File: config.mk
export PLATFORM = sky130hd
export DESIGN_NAME = mul_iter_unit
export DESIGN_NICKNAME = d
export VERILOG_FILES = /design/src/rtl/mul_pkg.sv /design/src/rtl/mul_step.sv /design/src/rtl/mul_iter_unit.sv
export SDC_FILE = /design/constraint.sdc
export NUM_CORES = 1
export LEC_CHECK = 0
export CAP_MARGIN = 20
export CORE_UTILIZATION = 45
export DETAILED_ROUTE_END_ITERATION = 8
export PLACE_DENSITY = 0.74
export SETUP_SLACK_MARGIN = 0.02
export SLEW_MARGIN = 10
export SYNTH_ARGS = -nofsm -noshare
export SYNTH_HDL_FRONTEND = slang
export SYNTH_SLANG_ARGS = --single-unit
File: constraint.sdc
create_clock -name clk -period 12.32 [get_ports clk]
set_input_delay 2.464 -clock clk [delete_from_list [all_inputs] [get_ports clk]]
set_output_delay 2.464 -clock clk [all_outputs]
set_load 0.02 [all_outputs]
File: src/rtl/mul_pkg.sv
// rtl/mul_pkg.sv - shared encodings and sizing helpers for the iterative multiplier
// Contents: funct encodings (mul_funct_e), FSM states (mul_state_e),
//           default widths and the iteration-count helper.
package mul_pkg;

    typedef enum logic [1:0] {
        MUL_LO  = 2'b00,   // MUL    : low half, sign irrelevant
        MUL_HSS = 2'b01,   // MULH   : high half, signed x signed
        MUL_HSU = 2'b10,   // MULHSU : high half, signed x unsigned
        MUL_HUU = 2'b11    // MULHU  : high half, unsigned x unsigned
    } mul_funct_e;

    typedef enum logic [1:0] {
        IDLE = 2'b00,
        CALC = 2'b01,
        DONE = 2'b10
    } mul_state_e;

    localparam int MUL_XLEN_DEF = 32;
    localparam int MUL_BPC_DEF  = 2;

    function automatic int mul_iters(input int xlen, input int bpc);
        return xlen / bpc;
    endfunction

    localparam int MUL_ITERS_DEF = MUL_XLEN_DEF / MUL_BPC_DEF;

endpackage

File: src/rtl/mul_step.sv
// rtl/mul_step.sv - one radix-2^BITS_PER_CYCLE shift-add step
// Ports: acc (2*XLEN accumulator in), mcand (pre-shifted multiplicand),
//        mbits (low multiplier bits), acc_next (accumulator out). Purely combinational.
module mul_step #(
    parameter int XLEN           = 32,
    parameter int BITS_PER_CYCLE = 2
) (
    input  logic [2*XLEN-1:0]         acc,
    input  logic [2*XLEN-1:0]         mcand,
    input  logic [BITS_PER_CYCLE-1:0] mbits,
    output logic [2*XLEN-1:0]         acc_next
);

    // Adds mcand * mbits as a sum of shifted copies, avoiding a full multiplier.
    always_comb begin
        acc_next = acc;
        for (int i = 0; i < BITS_PER_CYCLE; i++) begin
            if (mbits[i]) begin
                acc_next = acc_next + (mcand << i);
            end
        end
    end

endmodule

File: src/rtl/mul_iter_unit.sv
// rtl/mul_iter_unit.sv - iterative RV32M multiply unit with EX-stage stall request
// Ports: clk, rst_n (async active-low), start, funct, rs1_data, rs2_data, rd_in, flush
//        -> stall_req, busy, busy_rd, done, result, rd_out.
// Optional: define MUL_ZERO_SKIP_EN to retire ops with a zero operand in one cycle.
module mul_iter_unit
    import mul_pkg::*;
#(
    parameter int XLEN           = MUL_XLEN_DEF,
    parameter int BITS_PER_CYCLE = MUL_BPC_DEF
) (
    input  logic            clk,
    input  logic            rst_n,
    input  logic            start,
    input  logic [1:0]      funct,
    input  logic [XLEN-1:0] rs1_data,
    input  logic [XLEN-1:0] rs2_data,
    input  logic [4:0]      rd_in,
    input  logic            flush,
    output logic            stall_req,
    output logic            busy,
    output logic [4:0]      busy_rd,
    output logic            done,
    output logic [XLEN-1:0] result,
    output logic [4:0]      rd_out
);

    localparam int ITERS = mul_iters(XLEN, BITS_PER_CYCLE);
    localparam int CW    = $clog2(ITERS + 1);

`ifdef MUL_ZERO_SKIP_EN
    localparam bit ZERO_SKIP = 1'b1;
`else
    localparam bit ZERO_SKIP = 1'b0;
`endif

    mul_state_e          state, state_next;
    logic [CW-1:0]       cnt;
    logic [2*XLEN-1:0]   acc, mcand, acc_next, prod_signed;
    logic [XLEN-1:0]     mplier;
    mul_funct_e          funct_q, f_in;
    logic                neg_q;
    logic [4:0]          rd_q;

    logic                accept, zero_op;
    logic                a_neg, b_neg;
    logic [XLEN-1:0]     a_mag, b_mag, res_sel;

    // Operand magnitudes are full XLEN wide so -2^(XLEN-1) maps to 2^(XLEN-1).
    always_comb begin
        f_in    = mul_funct_e'(funct);
        a_neg   = (f_in == MUL_HSS || f_in == MUL_HSU) && rs1_data[XLEN-1];
        b_neg   = (f_in == MUL_HSS) && rs2_data[XLEN-1];
        a_mag   = a_neg ? -rs1_data : rs1_data;
        b_mag   = b_neg ? -rs2_data : rs2_data;
        zero_op = (rs1_data == '0) || (rs2_data == '0);
        accept  = (state == IDLE) && start && !flush;
    end

    mul_step #(
        .XLEN           (XLEN),
        .BITS_PER_CYCLE (BITS_PER_CYCLE)
    ) u_step (
        .acc      (acc),
        .mcand    (mcand),
        .mbits    (mplier[BITS_PER_CYCLE-1:0]),
        .acc_next (acc_next)
    );

    // Sign is applied to the final step's sum so result can be registered on CALC exit.
    always_comb begin
        prod_signed = neg_q ? -acc_next : acc_next;
        res_sel     = (funct_q == MUL_LO) ? prod_signed[XLEN-1:0] : prod_signed[2*XLEN-1:XLEN];
    end

    always_ff @(posedge clk or negedge rst_n) begin
        if (!rst_n) begin
            state <= IDLE;
        end else begin
            state <= state_next;
        end
    end

    always_comb begin
        state_next = state;
        case (state)
            IDLE: begin
                if (accept) begin
                    state_next = (ZERO_SKIP && zero_op) ? DONE : CALC;
                end
            end
            CALC: begin
                if (flush) begin
                    state_next = IDLE;
                end else if (cnt == CW'(1)) begin
                    state_next = DONE;
                end
            end
            DONE:    state_next = IDLE;
            default: state_next = IDLE;
        endcase
    end

    always_ff @(posedge clk or negedge rst_n) begin
        if (!rst_n) begin
            cnt     <= '0;
            acc     <= '0;
            mcand   <= '0;
            mplier  <= '0;
            funct_q <= MUL_LO;
            neg_q   <= 1'b0;
            rd_q    <= '0;
            result  <= '0;
            rd_out  <= '0;
        end else begin
            case (state)
                IDLE: begin
                    if (accept) begin
                        acc     <= '0;
                        mcand   <= {{XLEN{1'b0}}, a_mag};
                        mplier  <= b_mag;
                        cnt     <= CW'(ITERS);
                        funct_q <= f_in;
                        neg_q   <= a_neg ^ b_neg;
                        rd_q    <= rd_in;
                        if (ZERO_SKIP && zero_op) begin
                            result <= '0;
                            rd_out <= rd_in;
                        end
                    end
                end
                CALC: begin
                    if (!flush) begin
                        acc    <= acc_next;
                        mcand  <= mcand << BITS_PER_CYCLE;
                        mplier <= mplier >> BITS_PER_CYCLE;
                        cnt    <= cnt - 1'b1;
                        if (cnt == CW'(1)) begin
                            result <= res_sel;
                            rd_out <= rd_q;
                        end
                    end
                end
                default: ;
            endcase
        end
    end

    assign stall_req = accept || (state == CALC);
    assign busy      = (state == CALC);
    assign busy_rd   = busy ? rd_q : 5'd0;
    assign done      = (state == DONE);

endmodule

==> results of run 1 <==
how the worst min path moves through the flow:
stage	cells after the start	to
2_1_floorplan	2	mplier[10]
3_3_place_gp	2	mplier[13]
3_5_place_dp	2	rd_out[1]
4_1_cts	2	rd_out[3]
5_1_grt	2	mplier[3]
6_report	2	rd_out[3]
registers in the layout, indices dropped and copies added (netlist names):
name,cells
mplier,32
acc,64
rd_q,5
cnt,5
result,32
mcand,64
neg_q,1
rd_out,5
funct_q,2
state,2
placed cells by master, fill, tap and decap left out, types with 19 or more instances in the layout:
master	count
a21o_1	50
nand4_1	72
a22o_1	58
o21a_1	25
and2_1	29
dfrtp_1	210
ha_1	132
clkdlybuf4s50_1	118
o211ai_1	27
mux2_2	34
and4_1	19
xor2_1	77
nor2b_1	33
nor2_1	232
nand2_1	413
a211oi_1	39
nand2b_1	28
o21bai_1	22
or3_1	30
nor3_1	70
clkbuf_16	27
mux2i_1	29
buf_4	34
xnor2_1	94
o21ai_0	295
o21ai_1	24
a21oi_1	329
nand3_1	54
inv_1	49
nor4_1	30
a31oi_1	19
o31ai_1	29
area by class of cell:
cell class | count | area, um2
fillers | 4921 | 24200
multi-input cells | 2560 | 16200
flip-flops and latches | 212 | 5310
repair buffers | 154 | 1460
well taps | 664 | 831
clock buffers | 39 | 781
inverters | 52 | 196
clock inverters | 11 | 103
metrics by stage:
stage,area (um2),instances,hold slack (ns)
6_report,24900,3692,0.478
5_1_grt,24900,3692,0.496
4_1_cts,24900,3692,0.484
3_5_place_dp,24000,3642,0.466
3_3_place_gp,24000,3641,0.461
2_1_floorplan,22400,3006,0.450
worst max-delay path, cell delays in order, from the launching register on:
cell and delay (ns):
dfrtp_1 0.41, ha_1 0.23, inv_1 0.08, fa_1 0.21, nor2b_1 0.07, o31a_1 0.36, o21a_1 0.26, o21a_1 0.19
or3_1 0.33, nand3_1 0.09, a21boi_0 0.41, inv_1 0.09, ha_1 0.40, a21oi_1 0.25, o21ai_0 0.32, nor4_1 0.97
nor3_1 0.14, nor3_1 0.67, o31ai_1 0.15, xor2_1 0.17, o21ai_0 0.72, nor2b_1 0.56, nand3_1 0.17, o21ai_0 0.21
nand2_1 0.09, xor2_1 0.16, a221o_1 0.32
cell families (layout without fill, tap and decap cells):
group,count (synthesis),count (layout)
AOI/OAI and AO/OA,1101,1101
and+or+nand+nor,1090,1090
buffers and inverters,234,256
DFF,212,212
xor gates and xnor gates,172,172
adders and majority gates,134,134
muxes,63,63
layer usage:
| metal | vias to the layer above | share of wire |
|---|---|---|
| met5 | - | 0.00034 |
| met4 | 4 | 0.063 |
| met3 | 309 | 0.094 |
| met2 | 1370 | 0.43 |
| met1 | 11470 | 0.41 |
| li1 | 11188 | - |
power by group:
part	total, mW	internal [mW]	switching [mW]	leakage (nW)
combinational	4.62	1.56	3.06	7.11
sequential	1.18	0.901	0.276	2.80
clock	0.808	0.463	0.345	0.443
total	6.60	2.92	3.68	10.4
==> reports/results.ini, run 1 <==
[yosys]
syn-cell-area_um2=22400
synth-simple-area-share=0.234
synth_top_area_frac=0.237
synthAdderAreaFrac=0.0755
synth_top_area_cell=dfrtp_1
yosys_warnings=0
ys_seq_area_frac=0.237
synthXorXnorAreaFrac=0.0679
syn_avg_cell_area_um2=7.45
synth_area_leaders=dfrtp_1 (24%), ha_1 (7.4%), a21oi_1 (7.4%), nand2_1 (6.9%), o21ai_0 (6.6%)
synth_top_family_by_area=compound AO/OA/AOI/OAI gates
synth_common_cells=nand2_1 (414), a21oi_1 (329), o21ai_0 (295), nor2_1 (236), dfrtp_1 (212)
synth_edf_count=0
netlist_instances=3006
syn-num-nets=3215
synth-seq-cells=212
synthFlopType=dfrtp_1
synth.most_common_cell=nand2_1
synth_compound_area_frac=0.314
ys_types=99
synthMuxAreaShare=0.0300
ys_async_sr_fraction=1.00

[clock_network]
path_clk_slew_ns=0.06
tritoncts=built
cts_buffer_depth=3
cts_resized=0
clock-sinks=212
cts_setup_buffers=0
cts_buffers=27
clock_latency_ns=0.59
h-tree-depth=1
cts.hold.buffers_added=0
clockRootBuffer=clkbuf_16

[die]
fp.dieW_um=225
rows=81
core_area_um2=49100
floorplan.die.height_um=225
num_io_pins=120
dieArea_um2=50700
start_util=0.457

[setup_path]
ff2ff_setup_slack_ns=4.16
path_class=register to register
cp.required_ns=12.78
critPathLaunchType=register
crit_start=mcand[0]
critPathCaptureType=register
regToRegStartpoint=mcand[0]
rr_worst_depth=26
arrival_ns=8.62
cp-endpoint=result[29]
timing.rr.end=result[29]
cp_max_fo=8

[grt]
busiest_layer=met2
met2_usage=0.522
antenna_found_initial=2
track_usage=0.343
grt_pass1_wl_um=135000
grt_pass1_vias=22665
grt-ovfl-total=0
use_met3=0.0601
gr-usage-met1=0.459
grt_max_degree=104

[route]
drt_first_pass_iters=6
drt_wl_total_um=88200
drcViolationCount=0
wl_per_cell_um=23.9
via_count=24341
vias_per_cell=6.59
drtIter0Drc=3107
drtAntennaViolNets=0

[timing]
worstMarginPinSlew_ns=1.19
setup_viol=0
fin_setup_tns_ns=0
finalCriticalPeriod_ns=8.16
timing.final.crit_share=0.662
worst_slack_ns=4.16
hold_viol_final=0
skew_ns=0.0182
max_clock_freq_mhz=123
timing.slew.headroom=0.195
rsz0062_at_grt=no
slew_viol_final=0

[finish]
antenna_cells=0
syn2layout_area_growth_pct=11.1
final_nets=3216
fin_util=0.507
drive_gt1_frac=0.0568

[hold_path]
hold_class=register to register
hp-start=rd_out[3]

[power]
power_mw=6.60
powerDensity_nw_per_um2=265
p_leak_nw=10.4
ir_drop_mv=0.135

[placement]
place_ws_ns=4.39
dp_hpwl_um=68400
port-buffer-count=119
gp_congestion=1.09

[outcome]
outcome=finished, final reports clean

[flow_run]
drv_cap=0

(Power assumes the default switching activity.)
==> run 2, diff against run 1 <==
==> constraint.sdc (replaced) <==
create_clock -name clk -period 8.3 [get_ports clk]
set_input_delay 1.66 -clock clk [delete_from_list [all_inputs] [get_ports clk]]
set_output_delay 1.66 -clock clk [all_outputs]
set_load 0.02 [all_outputs]
==> run 2 against run 1 <==
Net effect: count of clock-buffer cells in the layout is 7 lower; clock skew is 0.011 ns higher; cell area is 1.9% higher; maximum frequency is 3.5% higher; sequential share of layout area is 0.41 points lower; utilization is 0.99 points higher; critical path depth stayed put; sequential cell count stayed put; non-clock buffer count is 28 higher; cell count is 0.81% higher; critical path type unchanged; highest routed layer unchanged.
==> reports/results.ini, run 2 (same netlist as run 1, synthesis figures left out) <==
[clock_network]
h-tree-depth=1  ; unchanged
tritoncts=built
cts_buffer_depth=3  ; unchanged
clockRootBuffer=clkbuf_16
path_clk_slew_ns=0.07  ; about the same
clock_latency_ns=0.60  ; about the same
clock-sinks=212  ; unchanged
cts_buffers=28  ; +3.7%
cts.hold.buffers_added=0  ; unchanged

[power]
power_mw=10.2  ; +55%
powerDensity_nw_per_um2=404  ; +52%
p_leak_nw=10.6  ; +2.2%
ir_drop_mv=0.211  ; +56%

[route]
drtIter0Drc=2963  ; -4.6%
via_count=24335  ; -0.025%
drt_first_pass_iters=8  ; +2
vias_per_cell=6.54  ; -0.83%
wl_per_cell_um=24.3  ; +1.9%
drt_wl_total_um=90600  ; +2.7%
drcViolationCount=0  ; unchanged
drtAntennaViolNets=0  ; unchanged

[placement]
place_ws_ns=0.346  ; -4.05 ns
port-buffer-count=119  ; unchanged
gp_congestion=1.07  ; -1.3%
place_area_um2=24200  ; +1.0%
dp_hpwl_um=69800  ; +2.1%
placed_cells=3670  ; +0.77%

[die]
fp.dieW_um=225  ; unchanged
dieArea_um2=50700  ; unchanged
floorplan.die.height_um=225  ; unchanged
start_util=0.457  ; unchanged
num_io_pins=120  ; unchanged
core_area_um2=49100  ; unchanged
rows=81  ; unchanged

[timing]
setup_viol=0  ; unchanged
timing.final.crit_share=0.950  ; +0.288
worstMarginPinSlew_ns=1.19  ; -0.00847 ns
slew_viol_final=0  ; unchanged
max_clock_freq_mhz=127  ; +3.5%
skew_ns=0.0293  ; +0.0111 ns
rsz0062_at_grt=no
timing.slew.headroom=0.201  ; +0.00570
hold_viol_final=0  ; unchanged
fin_setup_tns_ns=0  ; unchanged
timing.hold.ws_ns=0.479  ; +0.000983 ns
finalCriticalPeriod_ns=7.89  ; -0.272 ns
worst_slack_ns=0.412  ; -3.75 ns

[finish]
final_cell_area_um2=25400  ; +1.9%
layout_common_cells=nand2_1 (413), a21oi_1 (328), o21ai_0 (295), nor2_1 (232), dfrtp_1 (210)
fin_util=0.517  ; +0.00987
instances_no_fill=3722  ; +0.81%
drive_gt1_frac=0.0687  ; +0.0119
top_regs=acc: 64 flops, mcand: 64 flops
final_nets=3245  ; +0.90%
syn2layout_area_growth_pct=13.2
final_common_cell=nand2_1

[setup_path]
critPathBufInv=2  ; unchanged
arrival_ns=8.39  ; -0.23 ns
path_class=register to register
crit_path_top_delay_cell=nor4_2
crit_family=compound AO/OA/AOI/OAI gates
cp.required_ns=8.81  ; -3.97 ns
critPathCaptureType=register
max_stage_delay_ns=0.83  ; -0.14 ns
cp_max_fo=8  ; unchanged
critPathLaunchType=register

[outcome]
outcome=finished, final reports clean

[flow_run]
drv_cap=0  ; unchanged

[grt]
track_usage=0.351  ; +0.00787
grt_pass1_vias=22342  ; -1.4%
antenna_found_initial=3  ; +1
grt_max_degree=132  ; +27%
grt-ovfl-total=0  ; unchanged
grt_pass1_wl_um=137000  ; +1.6%

[hold_path]
hold_class=register to register

[run 2: cell count changes in the layout (fill, tap and decap cells not counted), moves of 3 or more]
cell,delta
bufinv_16,+8
clkbuf_8,-3
clkinv_2,-3
clkbuf_1,-5
buf_4,+27
clkinvlp_4,+3
[run 2: cell type report]
cell class | count | area, um2
diodes | 1 | 2.50
clock buffers | 32 | 746
clock inverters | 19 | 360
fillers | 4877 | 23700
inverters | 52 | 196
multi-input cells | 2560 | 16200
flip-flops and latches | 212 | 5310
well taps | 664 | 831
repair buffers | 182 | 1690
[run 2: layer usage]
metal | share of wire | track usage
met1 | 0.42 | 0.472
met3 | 0.088 | 0.0604
met4 | 0.047 | 0.153
met2 | 0.45 | 0.552
met5 | 0.00022 | 0
[run 2: final timing paths]
path,start,endpoint,slack [ns],depth (start not counted)
setup / recovery,mcand[0],result[23],0.41,26
hold / removal,mplier[12],mplier[12],0.48,2
setup reg to reg,mcand[0],result[23],0.41,26
hold reg to reg,mplier[12],mplier[12],0.48,2
max in group asynchronous,rst_n,mplier[1],5.93,2
min in group asynchronous,rst_n,mcand[33],1.03,1
[run 2: report_power, final]
part	internal [mW]	leakage, nW	switching (mW)
Sequential	1.34	2.80	0.401
Clock	0.928	0.531	0.548
Combinational	2.42	7.26	4.60
[run 2: tightest hold or removal path, cell delays in order (launching register included)]
cell,delay (ns)
dfrtp_1,0.34
nand2_1,0.05
o21ai_0,0.06
[run 2: timing repair]
item,4_1_cts,5_1_grt
setup buffers,0,0
gates resized for setup,0,3
setup endpoints to repair,0,8
